--- config.mk ---
export PLATFORM = sky130hd
export DESIGN_NAME = mux8_valve_sequencer
export DESIGN_NICKNAME = d
export VERILOG_FILES = /design/src/rtl/mfda_valve_pkg.sv /design/src/rtl/valve_hold_timer.sv /design/src/rtl/mux8_valve_sequencer.sv
export SDC_FILE = /design/constraint.sdc
export NUM_CORES = 1
export LEC_CHECK = 0
export CAP_MARGIN = 10
export CORE_UTILIZATION = 40
export DETAILED_ROUTE_END_ITERATION = 6
export GPL_TIMING_DRIVEN = 0
export SKIP_LAST_GASP = 1
export SLEW_MARGIN = 25
export SYNTH_ARGS = -nofsm -noshare
export SYNTH_HDL_FRONTEND = slang
export SYNTH_SLANG_ARGS = --single-unit
--- constraint.sdc ---
create_clock -name clk -period 1.99 [get_ports clk]
set_input_delay 0.398 -clock clk [delete_from_list [all_inputs] [get_ports clk]]
set_output_delay 0.398 -clock clk [all_outputs]
set_load 0.01 [all_outputs]
--- src/rtl/mfda_valve_pkg.sv ---
// Shared types and helpers for the 8:1 valve-tree mux sequencer.
//   seq_state_e      : sequencer FSM states
//   VALVE_ALL_CLOSED : every control line pressurised (all valves closed)
//   mux8_pattern()   : per-level valve pattern that routes input index sel
package mfda_valve_pkg;

  typedef enum logic [1:0] {
    IDLE  = 2'd0,
    STAGE = 2'd1,
    OPEN  = 2'd2,
    CLOSE = 2'd3
  } seq_state_e;

  localparam logic [5:0] VALVE_ALL_CLOSED = 6'b111111;

  // Bit order [0]=c1 .. [5]=c6, 1 = closed. Each level opens exactly one of its
  // two valves, chosen by the matching select bit.
  function automatic logic [5:0] mux8_pattern(input logic [2:0] sel);
    return {~sel[2], sel[2], ~sel[1], sel[1], ~sel[0], sel[0]};
  endfunction

endpackage

--- src/rtl/valve_hold_timer.sv ---
// Hold timer shared by every sequencer state.
//   i_clk, i_rst_n : clock, synchronous active-low reset
//   i_load         : load i_load_val (hold length minus one)
//   i_load_val     : value loaded on state entry
//   o_zero         : counter has reached zero (last cycle of the hold)
module valve_hold_timer #(
  parameter int CNT_W = 16
) (
  input  logic             i_clk,
  input  logic             i_rst_n,
  input  logic             i_load,
  input  logic [CNT_W-1:0] i_load_val,
  output logic             o_zero
);

  logic [CNT_W-1:0] r_cnt;

  // Saturates at zero so an unattended counter never wraps.
  always_ff @(posedge i_clk) begin
    if (!i_rst_n)               r_cnt <= '0;
    else if (i_load)            r_cnt <= i_load_val;
    else if (r_cnt != '0)       r_cnt <= r_cnt - CNT_W'(1);
  end

  assign o_zero = (r_cnt == '0);

endmodule

--- src/rtl/mux8_valve_sequencer.sv ---
// Sequencer for the six pneumatic control lines of an 8:1 valve-tree mux.
// One request at a time: stage levels 1-2, settle, open the output level for
// the dwell, close everything, settle, then pulse done (or aborted).
//   clk, rst_n            : clock, synchronous active-low reset
//   req_valid/req_ready   : request handshake (ready only while idle)
//   req_sel, req_dwell    : input index 0..7 and open time in cycles (0 -> 1)
//   abort                 : abandon the route during STAGE/OPEN
//   valve_ctrl[5:0]       : c6..c1, 1 = pressurised = closed (registered)
//   flow_open             : output level open
//   busy                  : not idle
//   done / aborted        : one-cycle completion pulses
module mux8_valve_sequencer
  import mfda_valve_pkg::*;
#(
  parameter int SETTLE_CYC = 8,
  parameter int DWELL_W    = 16
) (
  input  logic               clk,
  input  logic               rst_n,
  input  logic               req_valid,
  output logic               req_ready,
  input  logic [2:0]         req_sel,
  input  logic [DWELL_W-1:0] req_dwell,
  input  logic               abort,
  output logic [5:0]         valve_ctrl,
  output logic               flow_open,
  output logic               busy,
  output logic               done,
  output logic               aborted
);

  localparam int SETTLE_W = $clog2(SETTLE_CYC + 1);
  localparam int CNT_W    = (DWELL_W > SETTLE_W) ? DWELL_W : SETTLE_W;
  localparam logic [CNT_W-1:0] SETTLE_LOAD = CNT_W'(SETTLE_CYC - 1);
  localparam logic [5:0] OUT_LEVEL_CLOSED  = 6'b110000;

  seq_state_e         r_state, w_nxt_state;
  logic [2:0]         r_sel;
  logic [DWELL_W-1:0] r_dwell;
  logic               r_aborting, w_nxt_aborting;
  logic [5:0]         r_valve, w_nxt_valve;
  logic               r_flow, w_nxt_flow;
  logic               r_done, w_nxt_done;
  logic               r_aborted, w_nxt_aborted;
  logic               w_load;
  logic [CNT_W-1:0]   w_load_val;
  logic [CNT_W-1:0]   w_dwell_load;
  logic [DWELL_W-1:0] w_dwell_m1;
  logic               w_zero;
  logic               w_accept;

  // Ready is withheld during the completion pulse so the next request lands
  // no earlier than the cycle after done/aborted.
  assign req_ready = (r_state == IDLE) && !r_done && !r_aborted;
  assign w_accept  = req_valid && req_ready;
  assign busy      = (r_state != IDLE);

  // A zero dwell still opens the output level for one cycle.
  assign w_dwell_m1   = r_dwell - DWELL_W'(1);
  assign w_dwell_load = (r_dwell == '0) ? '0 : CNT_W'(w_dwell_m1);

  valve_hold_timer #(.CNT_W(CNT_W)) u_timer (
    .i_clk      (clk),
    .i_rst_n    (rst_n),
    .i_load     (w_load),
    .i_load_val (w_load_val),
    .o_zero     (w_zero)
  );

  always_comb begin
    w_nxt_state    = r_state;
    w_nxt_aborting = r_aborting;
    w_nxt_valve    = r_valve;
    w_nxt_flow     = r_flow;
    w_nxt_done     = 1'b0;
    w_nxt_aborted  = 1'b0;
    w_load         = 1'b0;
    w_load_val     = SETTLE_LOAD;
    case (r_state)
      IDLE: begin
        w_nxt_valve = VALVE_ALL_CLOSED;
        w_nxt_flow  = 1'b0;
        if (w_accept) begin
          w_nxt_state    = STAGE;
          w_nxt_aborting = 1'b0;
          w_nxt_valve    = mux8_pattern(req_sel) | OUT_LEVEL_CLOSED;
          w_load         = 1'b1;
        end
      end
      STAGE: begin
        if (abort) begin
          w_nxt_state    = CLOSE;
          w_nxt_aborting = 1'b1;
          w_nxt_valve    = VALVE_ALL_CLOSED;
          w_load         = 1'b1;
        end else if (w_zero) begin
          w_nxt_state = OPEN;
          w_nxt_valve = mux8_pattern(r_sel);
          w_nxt_flow  = 1'b1;
          w_load      = 1'b1;
          w_load_val  = w_dwell_load;
        end
      end
      OPEN: begin
        if (abort || w_zero) begin
          w_nxt_state    = CLOSE;
          w_nxt_aborting = abort;
          w_nxt_valve    = VALVE_ALL_CLOSED;
          w_nxt_flow     = 1'b0;
          w_load         = 1'b1;
        end
      end
      CLOSE: begin
        w_nxt_valve = VALVE_ALL_CLOSED;
        if (w_zero) begin
          w_nxt_state   = IDLE;
          w_nxt_done    = !r_aborting;
          w_nxt_aborted = r_aborting;
          w_load        = 1'b1;
          w_load_val    = '0;
        end
      end
      default: begin
        w_nxt_state = IDLE;
        w_nxt_valve = VALVE_ALL_CLOSED;
        w_nxt_flow  = 1'b0;
      end
    endcase
  end

  always_ff @(posedge clk) begin
    if (!rst_n) begin
      r_state    <= IDLE;
      r_aborting <= 1'b0;
      r_valve    <= VALVE_ALL_CLOSED;
      r_flow     <= 1'b0;
      r_done     <= 1'b0;
      r_aborted  <= 1'b0;
    end else begin
      r_state    <= w_nxt_state;
      r_aborting <= w_nxt_aborting;
      r_valve    <= w_nxt_valve;
      r_flow     <= w_nxt_flow;
      r_done     <= w_nxt_done;
      r_aborted  <= w_nxt_aborted;
    end
  end

  // Route parameters: captured on accept only, no reset needed.
  always_ff @(posedge clk) begin
    if (w_accept) begin
      r_sel   <= req_sel;
      r_dwell <= req_dwell;
    end
  end

  // Each level must keep at least one of its two valves closed.
  always_ff @(posedge clk) begin
    if (rst_n) begin
      assert (r_valve[0] | r_valve[1]);
      assert (r_valve[2] | r_valve[3]);
      assert (r_valve[4] | r_valve[5]);
    end
  end

  assign valve_ctrl = r_valve;
  assign flow_open  = r_flow;
  assign done       = r_done;
  assign aborted    = r_aborted;

endmodule

==> metrics.md <==
| Metric | Value |
|---|---|
| Root Buffer | `clkbuf_8` |
| Power share of the combinational group | `54.9%` |
| Initial core utilization | `41.6%` |
| GRT overflow | `0` |
| Placed Cells | `396` |
| Final Hold Fails | `0` |
| Port bufs | `33` |
| H-tree levels | `2` |
| Ys flop type | `dfxtp_1` |
| Hold slack | `0.448 ns` |
| Largest net degree at the start of global routing | `22` |
| All-layer global routing usage | `18.6%` |
| Switching Share | `41.8%` |
| F_max | `0.481 GHz` |
| CTS tree | `built` |
| Design Power | `5070 uW` |
| Violated checks | `negative setup slack` |
| Synthesized instance count | `286` |
| Final Skew | `0.0137 ns` |
| DR pass1 iterations | `4` |
| Residual DRC | `0` |
| Register area share after synthesis | `42.6%` |
| Area delta synth->final | `32.1%` |
| Die H | `83.5 um` |
| Vias in the first global route | `2142` |
| Die Width | `83.5 um` |
| Number of routed nets with antenna violations | `0` |
| Max FO, Critical Path | `5` |
| Routed vias | `2269` |
| Clock share of power | `12.3%` |
| Worst Hold Class | `reg2reg` |
| Initial DRC Count | `81` |
| RSZ-0062 raised after global routing | `yes` |
| Synthesized flop and latch total | `47` |
| Status | `finished, violations left` |
| Asr flop ratio synth | `0%` |
| Non-filler instance count after layout | `422` |
| Relative slew margins | `69.6%` |
| Syn Nets | `316` |
| Seq. cell area | `1140 sq um` |
| Area of the multi-input gates | `1580 sq um` |
| Fin crit share | `105%` |
| Count of cell types in the netlist | `62` |
| Post-synthesis cell area | `2660 sq um` |
| EDFF count, synth | `19` |
| YS warnings | `0` |
| # rows | `29` |
| Core Util, Final | `54.9%` |
| Worst VDD drop | `708 uV` |
| WL final | `6250 um` |
| Maximum root-to-sink buffer count | `2` |
| Share of layout cells above drive strength 1 | `24.6%` |
| Worst-Margin Slew | `0.455 ns` |
| PD cells | `1450 nW/um^2` |
| Synthesized area per cell | `9.28 sq um` |
| FILL cells | `595` |
| Max-cap violations | `0` |
| Sw Pwr | `2120 uW` |
| Setup CP Type | `reg2reg` |
| Clock transition at path regs | `0.10 ns` |
| CTS Buf Count | `5` |
| Routed vias/inst | `5.38` |
| Leak | `0.00130 uW` |
| Int Power | `2950 uW` |
| GPL Wtd Cong | `0.794` |
| Nets | `374` |
| Period minus WS final | `2.08 ns` |
| Req. time, crit path | `2.21 ns` |
| CP Launch Type | `flip-flop` |
| Clock Latency Late Sink | `0.31 ns` |
| Crit path capture type | `flip-flop` |
| Antenna fix cells | `0` |
| CTS Sinks | `47` |
| Setup-failing EPs final | `14` |
| Initial antenna violation count | `0` |
| Core ar. | `6390 sq um` |
| Post-route setup TNS | `-0.802 ns` |
| IO Pins | `34` |
| R2R setup slack | `-0.09 ns` |
| Global-route wire length before repair | `10400 um` |
| Worst EP arrival | `2.30 ns` |
| Reg power frac | `32.8%` |
| Max Slew Vio Count | `0` |
| Detailed Place HPWL | `4360 um` |
| Post-DR wirelength/cell | `14.8 um` |
| Die area | `6970 sq um` |
| Final worst slack | `-0.0904 ns` |
final timing paths:
kind,start,end,cells past startpoint
max,r_dwell[6],u_timer.r_cnt[4],6
min,r_aborting,done,1
max reg2reg,r_dwell[6],u_timer.r_cnt[4],6
min reg2reg,r_aborting,done,1
final cells by class:
| type | instances | area share, % |
|---|---|---|
| Sequential cell | 47 | 32.4 |
| Multi-Input combinational cell | 211 | 45.0 |
| Buffer | 13 | 2.21 |
| Inverter | 15 | 1.68 |
| Clock inverter | 2 | 0.357 |
| Timing Repair Buffer | 51 | 13.3 |
| Tap cell | 77 | 2.75 |
| Clock buffer | 6 | 2.35 |
critical path: stages (launching register included):
cell       delay (ns)
edfxtp_1         0.40
or4_4            0.55
or3_4            0.37
o2111ai_4        0.26
buf_6            0.16
o21ai_1          0.08
and3_1           0.17
flip-flops by register name (all words and copies together) (netlist names):
signal,flops
aborted,1
done,1
flow_open,1
r_aborting,1
r_dwell,16
r_sel,3
r_state,2
u_timer.r_cnt,16
valve_ctrl,6
synth_stat cells, types with 2 or more instances:
master	instances	area share [%]
dfxtp_1	28	21
nor2_1	25	3.5
o21ai_0	24	4.5
nand2_1	20	2.8
edfxtp_1	19	21
inv_1	14	2.0
xor2_1	14	4.6
and3_1	10	2.4
nor3_1	10	1.9
a21oi_1	8	1.5
clkbuf_1	8	1.1
ha_1	7	3.3
xnor2_1	7	2.3
nand4_1	6	1.4
o21ai_1	6	1.1
nand3_1	5	0.94
nor4_1	4	0.94
a2bb2oi_1	3	0.99
nand2b_1	3	0.71
nand4b_1	3	0.99
nor2b_1	3	0.71
o21a_1	3	0.85
or2_2	3	0.71
a211o_1	2	0.66
a211oi_1	2	0.57
a221oi_1	2	0.66
and2_1	2	0.47
buf_2	2	0.38
buf_4	2	0.57
mux2i_1	2	0.75
nor4_2	2	0.94
nor4b_1	2	0.66
o31ai_1	2	0.57
o41ai_1	2	0.66
or3_1	2	0.47
or3_4	2	0.85
or4_1	2	0.57
layer usage:
layer  vias up  wire (um)  part of all wire, %  GRT usage, %
met2        32       2870                   46          29.1
met1      1068       3140                   50          26.5
met5         -          0                    0             0
met4         0         71                  1.1          5.55
li1       1163          -                    -             -
met3         6        171                  2.7          3.17
placed cells by master, fill, tap and decap left out, drive strengths merged, types with 11 or more instances in the layout:
cell / instances
clkdlybuf4s50: 31
o21ai: 30
dfxtp: 28
nor2: 25
buf: 24
nand2: 20
edfxtp: 19
inv: 16
xor2: 14
clkbuf: 13
nor3: 11
cells by family (layout without fill, tap and decap cells):
logic type	after synthesis	in the layout	share of synthesized area, %
buf+inv	28	87	4.62
mux	2	2	0.754
flops	47	47	42.6
simple gates	115	115	25.0
fa+ha+maj	7	7	3.30
compound gates	66	66	16.8
xor+xnor	21	21	6.93
metrics by stage:
stage                     cell area (sq um)  setup slack [ns]
after floorplan                        2670           0.00780
after global placement                 3100            -0.446
after detailed placement               3100            -0.456
after CTS                              3350            -0.116
after global routing                   3510            -0.160
final                                  3510           -0.0904
power by group through the flow:
| stage | sequential, uW | combinational (uW) | clock (uW) |
|---|---|---|---|
| floorplan | 1620 | 1740 | 0 |
| global placement | 1640 | 2360 | 0 |
| detailed placement | 1650 | 2380 | 0 |
| CTS | 1630 | 2600 | 635 |
| global route | 1700 | 3100 | 665 |
| finish | 1660 | 2790 | 623 |
timing repair:
action / in CTS / in global routing
buffers inserted: 10 / 7
setup endpoints to repair: 23 / 26
cloned: 1 / 0
resized for setup: 24 / 33
hold buffers: 0 / 0
pin swaps: 7 / 11
(Power assumes the default switching activity.)
